File: src/rtl/uart_rx.sv
// ============================================================================
// Module   : uart_rx
// Purpose  : Oversampling 8N1 UART receiver driven by an OVS x baud sample tick.
//            The optional even-parity bit is enabled by the UART_RX_PARITY_EN macro.
// Revision : 1.0  initial release
// ============================================================================
`default_nettype none

module uart_rx #(
  parameter int DBIT    = 8,
  parameter int OVS     = 16,
  parameter int SB_TICK = 16
) (
  input  logic            clk,
  input  logic            rst,
  input  logic            s_tick,
  input  logic            rx,
  output logic [DBIT-1:0] dout,
  output logic            rx_done_tick,
`ifdef UART_RX_PARITY_EN
  output logic            parity_err,
`endif
  output logic            frame_err
);

  localparam int SMAX = (OVS > SB_TICK) ? OVS : SB_TICK;
  localparam int SW   = $clog2(SMAX);
  localparam int NW   = (DBIT > 1) ? $clog2(DBIT) : 1;

  localparam logic [SW-1:0] c_HALF  = SW'(OVS / 2 - 1);
  localparam logic [SW-1:0] c_FULL  = SW'(OVS - 1);
  localparam logic [SW-1:0] c_STOP  = SW'(SB_TICK - 1);
  localparam logic [NW-1:0] c_NLAST = NW'(DBIT - 1);

  localparam logic [2:0] S_IDLE  = 3'd0;
  localparam logic [2:0] S_START = 3'd1;
  localparam logic [2:0] S_DATA  = 3'd2;
  localparam logic [2:0] S_STOP  = 3'd4;
`ifdef UART_RX_PARITY_EN
  localparam logic [2:0] S_PAR   = 3'd3;
  localparam logic [2:0] c_AFTER_DATA = S_PAR;
`else
  localparam logic [2:0] c_AFTER_DATA = S_STOP;
`endif

  logic [2:0]      r_state;
  logic            r_sync1;
  logic            r_sync2;
  logic [SW-1:0]   r_s_cnt;
  logic [NW-1:0]   r_n_cnt;
  logic [DBIT-1:0] r_b;
  logic [DBIT-1:0] r_dout;
  logic            r_done;
  logic            r_fe;
  logic            w_rx_s;
`ifdef UART_RX_PARITY_EN
  logic            r_perr_pend;
  logic            r_perr;

  assign parity_err = r_perr;
`endif

  assign w_rx_s       = r_sync2;
  assign dout         = r_dout;
  assign rx_done_tick = r_done;
  assign frame_err    = r_fe;

  always_ff @(posedge clk or posedge rst) begin
    if (rst) begin
      r_state <= S_IDLE;
      r_sync1 <= 1'b1;
      r_sync2 <= 1'b1;
      r_s_cnt <= '0;
      r_n_cnt <= '0;
      r_b     <= '0;
      r_dout  <= '0;
      r_done  <= 1'b0;
      r_fe    <= 1'b0;
`ifdef UART_RX_PARITY_EN
      r_perr_pend <= 1'b0;
      r_perr      <= 1'b0;
`endif
    end else begin
      r_sync1 <= rx;
      r_sync2 <= r_sync1;
      r_done  <= 1'b0;
      case (r_state)
        S_IDLE: begin
          // Start detection is tick-independent so the half-bit count begins at once.
          if (!w_rx_s) begin
            r_s_cnt <= '0;
            r_state <= S_START;
          end
        end
        S_START: begin
          if (s_tick) begin
            if (r_s_cnt == c_HALF) begin
              if (!w_rx_s) begin
                r_s_cnt <= '0;
                r_n_cnt <= '0;
                r_state <= S_DATA;
              end else begin
                r_state <= S_IDLE;
              end
            end else begin
              r_s_cnt <= r_s_cnt + 1'b1;
            end
          end
        end
        S_DATA: begin
          if (s_tick) begin
            if (r_s_cnt == c_FULL) begin
              r_b     <= {w_rx_s, r_b[DBIT-1:1]};
              r_s_cnt <= '0;
              if (r_n_cnt == c_NLAST) begin
                r_state <= c_AFTER_DATA;
              end else begin
                r_n_cnt <= r_n_cnt + 1'b1;
              end
            end else begin
              r_s_cnt <= r_s_cnt + 1'b1;
            end
          end
        end
`ifdef UART_RX_PARITY_EN
        S_PAR: begin
          if (s_tick) begin
            if (r_s_cnt == c_FULL) begin
              r_perr_pend <= w_rx_s ^ (^r_b);
              r_s_cnt     <= '0;
              r_state     <= S_STOP;
            end else begin
              r_s_cnt <= r_s_cnt + 1'b1;
            end
          end
        end
`endif
        S_STOP: begin
          if (s_tick) begin
            if (r_s_cnt == c_STOP) begin
              r_dout  <= r_b;
              r_fe    <= ~w_rx_s;
              r_done  <= 1'b1;
`ifdef UART_RX_PARITY_EN
              r_perr  <= r_perr_pend;
`endif
              r_state <= S_IDLE;
            end else begin
              r_s_cnt <= r_s_cnt + 1'b1;
            end
          end
        end
        default: r_state <= S_IDLE;
      endcase
    end
  end

endmodule

`default_nettype wire

File: config.mk
export PLATFORM = sky130hd
export DESIGN_NAME = uart_rx
export DESIGN_NICKNAME = d
export VERILOG_FILES = /design/src/rtl/uart_rx.sv
export SDC_FILE = /design/constraint.sdc
export NUM_CORES = 1
export LEC_CHECK = 0
export CORE_ASPECT_RATIO = 0.8
export CORE_MARGIN = 1
export CORE_UTILIZATION = 62
export CTS_BUF_LIST = sky130_fd_sc_hd__clkbuf_8
export CTS_CLUSTER_SIZE = 10
export DETAILED_ROUTE_END_ITERATION = 7
export GPL_TIMING_DRIVEN = 0
export PLACE_DENSITY = 0.95
export RECOVER_POWER = 100
export SLEW_MARGIN = 20
export SYNTH_ARGS = -nofsm -noshare
export SYNTH_HDL_FRONTEND = slang
export SYNTH_SLANG_ARGS = --single-unit
File: constraint.sdc
create_clock -name clk -period 3 [get_ports clk]
set_clock_uncertainty 0.15 [all_clocks]
set_input_delay 0.6 -clock clk [delete_from_list [all_inputs] [get_ports clk]]
set_output_delay 0.6 -clock clk [all_outputs]
set_load 0.03 [all_outputs]
==> results of run 1 <==
## critical path: stages, from the launching register on
cell      delay [ps]
dfrtp_1          390
ha_1             330
nand4_1          220
nor2_1           210
clkbuf_1         450
mux2_1           390
## per-stage QoR
stage          cells  worst slack [ps]
6_report         165               739
5_1_grt          165               607
4_1_cts          165               909
3_5_place_dp     157               930
3_3_place_gp     157               988
2_1_floorplan    120              1130
## registers in the layout (all words and copies together) (netlist names)
signal and count:
r_s_cnt 4, r_state 3, r_b 8, r_sync1 1, rx_done_tick 1, r_n_cnt 3
frame_err 1, dout 8, r_sync2 1
## worst paths after layout
path / cells after the start / endpoint / slack [ps] / startpoint
setup / recovery: 5 / dout[0] / 740 / r_s_cnt[0]
hold / removal: 0 / r_sync2 / 210 / r_sync1
setup reg to reg: 5 / dout[0] / 740 / r_s_cnt[0]
hold reg to reg: 0 / r_sync2 / 210 / r_sync1
max in group asynchronous: 2 / r_state[0] / 1150 / rst
min in group asynchronous: 2 / r_b[0] / 890 / rst
## cells in the final DEF, fill, tap and decap left out, types with 2 or more instances in the layout
master         count
dfstp_2            2
dlygate4sd3_1     12
mux2i_1            3
xor2_1             2
a311oi_1           2
o22ai_1            3
nor3b_1            2
inv_1              7
nand3_1            4
clkbuf_8           6
dfrtp_1           28
mux2_2             9
buf_2              4
nand2b_1           3
nor2_1             5
nand2_1            7
clkbuf_1           2
nor3_1             3
ha_1               3
a21oi_1            3
mux2_1             7
nor2b_1            2
## layer usage
metal  vias to the layer above  track usage, %  wire length, µm
li1                        474               -                -
met1                       486            31.5             1250
met2                        22            44.2             1530
met3                         4            5.97               94
met4                         0            12.2               23
met5                         -               0                0
## where the power goes
part           total [W]  leakage [nW]  switching (W)  internal [W]
sequential      0.000488         0.392      0.0000399      0.000448
clock           0.000335        0.0472       0.000151      0.000184
combinational   0.000201         0.395       0.000117     0.0000835
## cell type report
class                           count  area [µm²]  share of cell area [%]
Tap cell                           25        31.3                    1.87
Timing Repair Buffer               12         120                    7.20
Buffer                              6        27.5                    1.65
Inverter                            7        26.3                    1.57
Clock buffer                        6        82.6                    4.95
Sequential cell                    30         753                    45.1
Multi-Input combinational cell     77         616                    36.9
Clock inverter                      2        12.5                   0.750
## kinds of logic (layout without fill, tap and decap cells)
family	count (synthesis)	after routing	share of synthesized area, %
and+or+nand+nor	33	33	14.1
DFF	30	30	51.0
muxes	20	20	16.8
AOI/OAI and AO/OA	17	17	8.90
buffers and inverters	13	33	4.24
adders and majority gates	4	4	3.22
xor gates and xnor gates	3	3	1.78
==> out/qor.yml, run 1 <==
status: "finished clean"
slew_headroom_pct: 26.7
hold_class: "flip-flop to flip-flop"
synth_edf_count: 0
path_max_fanout: 10
drtAntennaViolNets: 0
whs_ps: 206
syn2layout_area_growth_pct: 13.1
syn_nets: 127
timing.final.crit_share_pct: 75.4
drc: 0
synth_seq_cells: 30
cts_buffer_depth: 2
crit_type: "flip-flop to flip-flop"
die_x_um: 56.6
dr.pass1.iters: 4
vias_per_cell: 5.98
netlist_area_um2: 1480
synthTopCellsByArea: "dfrtp_1 47%, mux2_4 7.1%, mux2_2 6.9%, dfstp_2 3.6%, ha_1 2.5%"
finalSetupTns_ps: 0
synth.largest_area_cell: "dfrtp_1"
wirelength_um: 2890
path_clk_slew_ps: 60
clk_root_buffer_cell: "clkbuf_8"
power_w: 0.00102
dpl_cell_area_um2: 1630
synth_common_cells: "28 x dfrtp_1, 9 x mux2_2, 7 x inv_1, 7 x mux2_4, 7 x nand2_1"
io_pins: 14
critPathCaptureType: "flip-flop"
dp.final_hpwl_um: 2040
cts.sinks: 30
vias: 986
finalMaxSlewViolations: 0
synth_seq_area_share_pct: 51.0
syn_avg_cell_area_um2: 12.3
rsz0062_at_grt: "no"
max_freq_ghz: 0.442
port_buffers: 12
layout.nets: 146
hold_viol: 0
cts_resized: 0
required_ps: 3000
setup_viol: 0
yosys.cell_count.top_type: "dfrtp_1"
grt_max_degree: 31
cts_hold_buf: 0
ir_worst_vdd_mv: 0.595
antenna_found_initial: 0
die_area_um2: 2580
cts_made_buffers: 5
crit_arrival_ps: 2270
grt_pass1_vias: 1005
grt_overflow: 0
num_rows: 15
finalCriticalPeriod_ps: 2260
ys_warn_count: 0
synth_top_area_share_pct: 47.5
powerDensity_nw_per_um2: 613
cp-start-kind: "flip-flop"
htreeDepth: 2
synth.distinct_cells: 41
grt_pass1_wl_um: 4770
clk_latency_ps: 280
grt_usage_pct: 25.7
post-route-util_pct: 76.0
syn_inst: 120
worst_pin_slew_ps: 1100
die_h_um: 45.6
drv_cap: 0
drtIter0Drc: 79
initial_utilization_pct: 67.2
n_antenna_cell: 0
core_area_um2: 2200
gp_congestion: 0.794
postCtsSetupBuffers: 0
drive_above_1_share_pct: 18.6
fill_cells: 155
ys_dominant_reg_cell: "dfrtp_1"
wire_per_inst_um: 17.5
synthArstFlopShare_pct: 100
power_leakage_nw: 0.835
cts_tree: "built"
stdcell_area_um2: 1670
Note: power is estimated with default switching activity, not from simulation.
==> run 2, diff against run 1 <==
--- a/config.mk
+++ b/config.mk
@@ -7,12 +7,12 @@
 export LEC_CHECK = 0
 export CORE_ASPECT_RATIO = 0.8
 export CORE_MARGIN = 1
-export CORE_UTILIZATION = 62
+export CORE_UTILIZATION = 58
 export CTS_BUF_LIST = sky130_fd_sc_hd__clkbuf_8
 export CTS_CLUSTER_SIZE = 10
 export DETAILED_ROUTE_END_ITERATION = 7
 export GPL_TIMING_DRIVEN = 0
-export PLACE_DENSITY = 0.95
+export PLACE_DENSITY = 0.93
 export RECOVER_POWER = 100
 export SLEW_MARGIN = 20
 export SYNTH_ARGS = -nofsm -noshare
==> constraint.sdc (replaced) <==
create_clock -name clk -period 2.3 [get_ports clk]
set_clock_uncertainty 0.15 [all_clocks]
set_input_delay 0.46 -clock clk [delete_from_list [all_inputs] [get_ports clk]]
set_output_delay 0.46 -clock clk [all_outputs]
set_load 0.03 [all_outputs]
==> run 2 against run 1 <==
Via count increased by 6.7%. Setup slack got worse by 530 ps. Power increased by 31%. Critical endpoint is now dout[4]. Non-clock buffer count unchanged. Hold slack improved by 12 ps.
==> out/qor.yml, run 2 (synthesized netlist as in run 1, its figures left out) <==
status: "finished clean"  # unchanged
final_common_cell: "dfrtp_1"  # unchanged
syn2layout_area_growth_pct: 15.5  # was 13.1%
n_antenna_cell: 0  # unchanged
core_area_um2: 2270  # was 2200 µm²
cts_resized: 0  # unchanged
postCtsSetupBuffers: 0  # unchanged
max_freq_ghz: 0.478  # was 0.442 GHz
dr.pass1.iters: 4  # unchanged
drive_above_1_share_pct: 24.3  # was 18.6%
cts_hold_buf: 0  # unchanged
cts_made_buffers: 5  # unchanged
hold_class: "flip-flop to flip-flop"  # unchanged
crit_type: "flip-flop to flip-flop"  # unchanged
hold_viol: 0  # unchanged
slew_headroom_pct: 27.5  # was 26.7%
power_leakage_nw: 0.846  # was 0.835 nW
crit_arrival_ps: 2110  # was 2270 ps
ir_worst_vdd_mv: 0.554  # was 0.595 mV
vias_per_cell: 6.05  # was 5.98
rsz0062_at_grt: "no"  # unchanged
drtIter0Drc: 67  # was 79
worst_pin_slew_ps: 1090  # was 1100 ps
die_x_um: 58.4  # was 56.6 µm
path_max_fanout: 10  # unchanged
cts.sinks: 30  # unchanged
finalMaxSlewViolations: 0  # unchanged
grt_usage_pct: 27.9  # was 25.7%
io_pins: 14  # unchanged
dpl_cell_area_um2: 1640  # was 1630 µm²
htreeDepth: 2  # unchanged
grt_pass1_wl_um: 5260  # was 4770 µm
grt_pass1_vias: 1054  # was 1005
drc: 0  # unchanged
port_buffers: 12  # unchanged
wirelength_um: 3230  # was 2890 µm
critPathCaptureType: "flip-flop"  # unchanged
timing.final.crit_share_pct: 90.9  # was 75.4%
vias: 1052  # was 986
max_stage_delay_ps: 390  # was 450 ps
wire_per_inst_um: 18.5  # was 17.5 µm
critPathBufInv: 1  # unchanged
grt_overflow: 0  # unchanged
required_ps: 2320  # was 3000 ps
crit_chain: "ha_1 -> nand4_1 -> nor2_1 -> clkbuf_2 -> mux2_4"  # was ha_1 -> nand4_1 -> nor2_1 -> clkbuf_1 -> mux2_1
cpMaxStageDelayCell: "dfrtp_1"  # was clkbuf_1
num_rows: 15  # unchanged
grt_max_degree: 31  # unchanged
finalCriticalPeriod_ps: 2090  # was 2260 ps
drtAntennaViolNets: 0  # unchanged
layout.nets: 146  # unchanged
clk_root_buffer_cell: "clkbuf_8"  # unchanged
path_clk_slew_ps: 60  # about the same
drv_cap: 0  # unchanged
antenna_found_initial: 0  # unchanged
stdcell_area_um2: 1710  # was 1670 µm²
cp_top_family: "simple AND/OR/NAND/NOR gates"  # was buffers and inverters
initial_utilization_pct: 65.0  # was 67.2%
finalSetupTns_ps: 0  # unchanged
gp_congestion: 0.817  # was 0.794
cts_buffer_depth: 2  # unchanged
die_area_um2: 2750  # was 2580 µm²
die_h_um: 47.1  # was 45.6 µm
dp.final_hpwl_um: 2100  # was 2040 µm
powerDensity_nw_per_um2: 788  # was 613 nW/µm²
final_cell_mix: "28 x dfrtp_1, 12 x dlygate4sd3_1, 9 x mux2_2"  # unchanged
cp-start-kind: "flip-flop"  # unchanged
cts_tree: "built"  # unchanged
setup_viol: 0  # unchanged
clk_latency_ps: 290  # was 280 ps
-- run 2: final timing paths --
check | start | endpoint | slack [ps] | cells after the start
worst min-delay path | r_sync1 | r_sync2 | 220 | 0
worst max register to register | r_s_cnt[0] | dout[4] | 210 | 5
worst min register to register | r_sync1 | r_sync2 | 220 | 0
min in group asynchronous | rst | r_s_cnt[3] | 740 | 2
worst max-delay path | r_s_cnt[0] | dout[4] | 210 | 5
max in group asynchronous | rst | r_b[6] | 610 | 2
-- run 2: routing by layer --
| metal | vias up | track usage (%) | routed length (µm) | part of all wire, % |
|---|---|---|---|---|
| li1 | 475 | - | - | - |
| met1 | 519 | 32.7 | 1320 | 41 |
| met2 | 51 | 48.5 | 1620 | 50 |
| met3 | 7 | 10.7 | 244 | 7.6 |
| met4 | 0 | 10.0 | 49 | 1.5 |
| met5 | - | 0 | 0 | 0 |
-- run 2: final cells by class --
type	instances	area [µm²]
Sequential cell	30	753
Clock inverter	2	8.76
Buffer	6	30.0
Clock buffer	6	82.6
Multi-Input combinational cell	77	642
Tap cell	34	42.5
Fill cell	164	566
Timing Repair Buffer	12	120
Inverter	7	26.3
-- run 2: metrics by stage --
step / power [W] / hold WS (ps) / setup WS [ps] / utilization (%) / cells
3_3_place_gp: 0.000886 / 196 / 391 / 72.2 / 166
2_1_floorplan: 0.000836 / 195 / 567 / - / 120
3_5_place_dp: 0.000915 / 207 / 326 / 72.2 / 166
5_1_grt: 0.00141 / 221 / 95.8 / 75.1 / 174
4_1_cts: 0.00136 / 217 / 250 / 76.2 / 174
6_report: 0.00134 / 218 / 210 / 75.1 / 174
-- run 2: report_power, final --
part	switching, W	internal (W)
sequential	0.0000557	0.000584
clock	0.000203	0.000236
combinational	0.000156	0.000109
==> run 3, diff against run 2 <==
--- a/config.mk
+++ b/config.mk
@@ -5,6 +5,7 @@
 export SDC_FILE = /design/constraint.sdc
 export NUM_CORES = 1
 export LEC_CHECK = 0
+export CAP_MARGIN = 20
 export CORE_ASPECT_RATIO = 0.8
 export CORE_MARGIN = 1
 export CORE_UTILIZATION = 58
==> results of run 3 <==
Same layout as run 2: the final DEF is identical, and so are final timing and power.
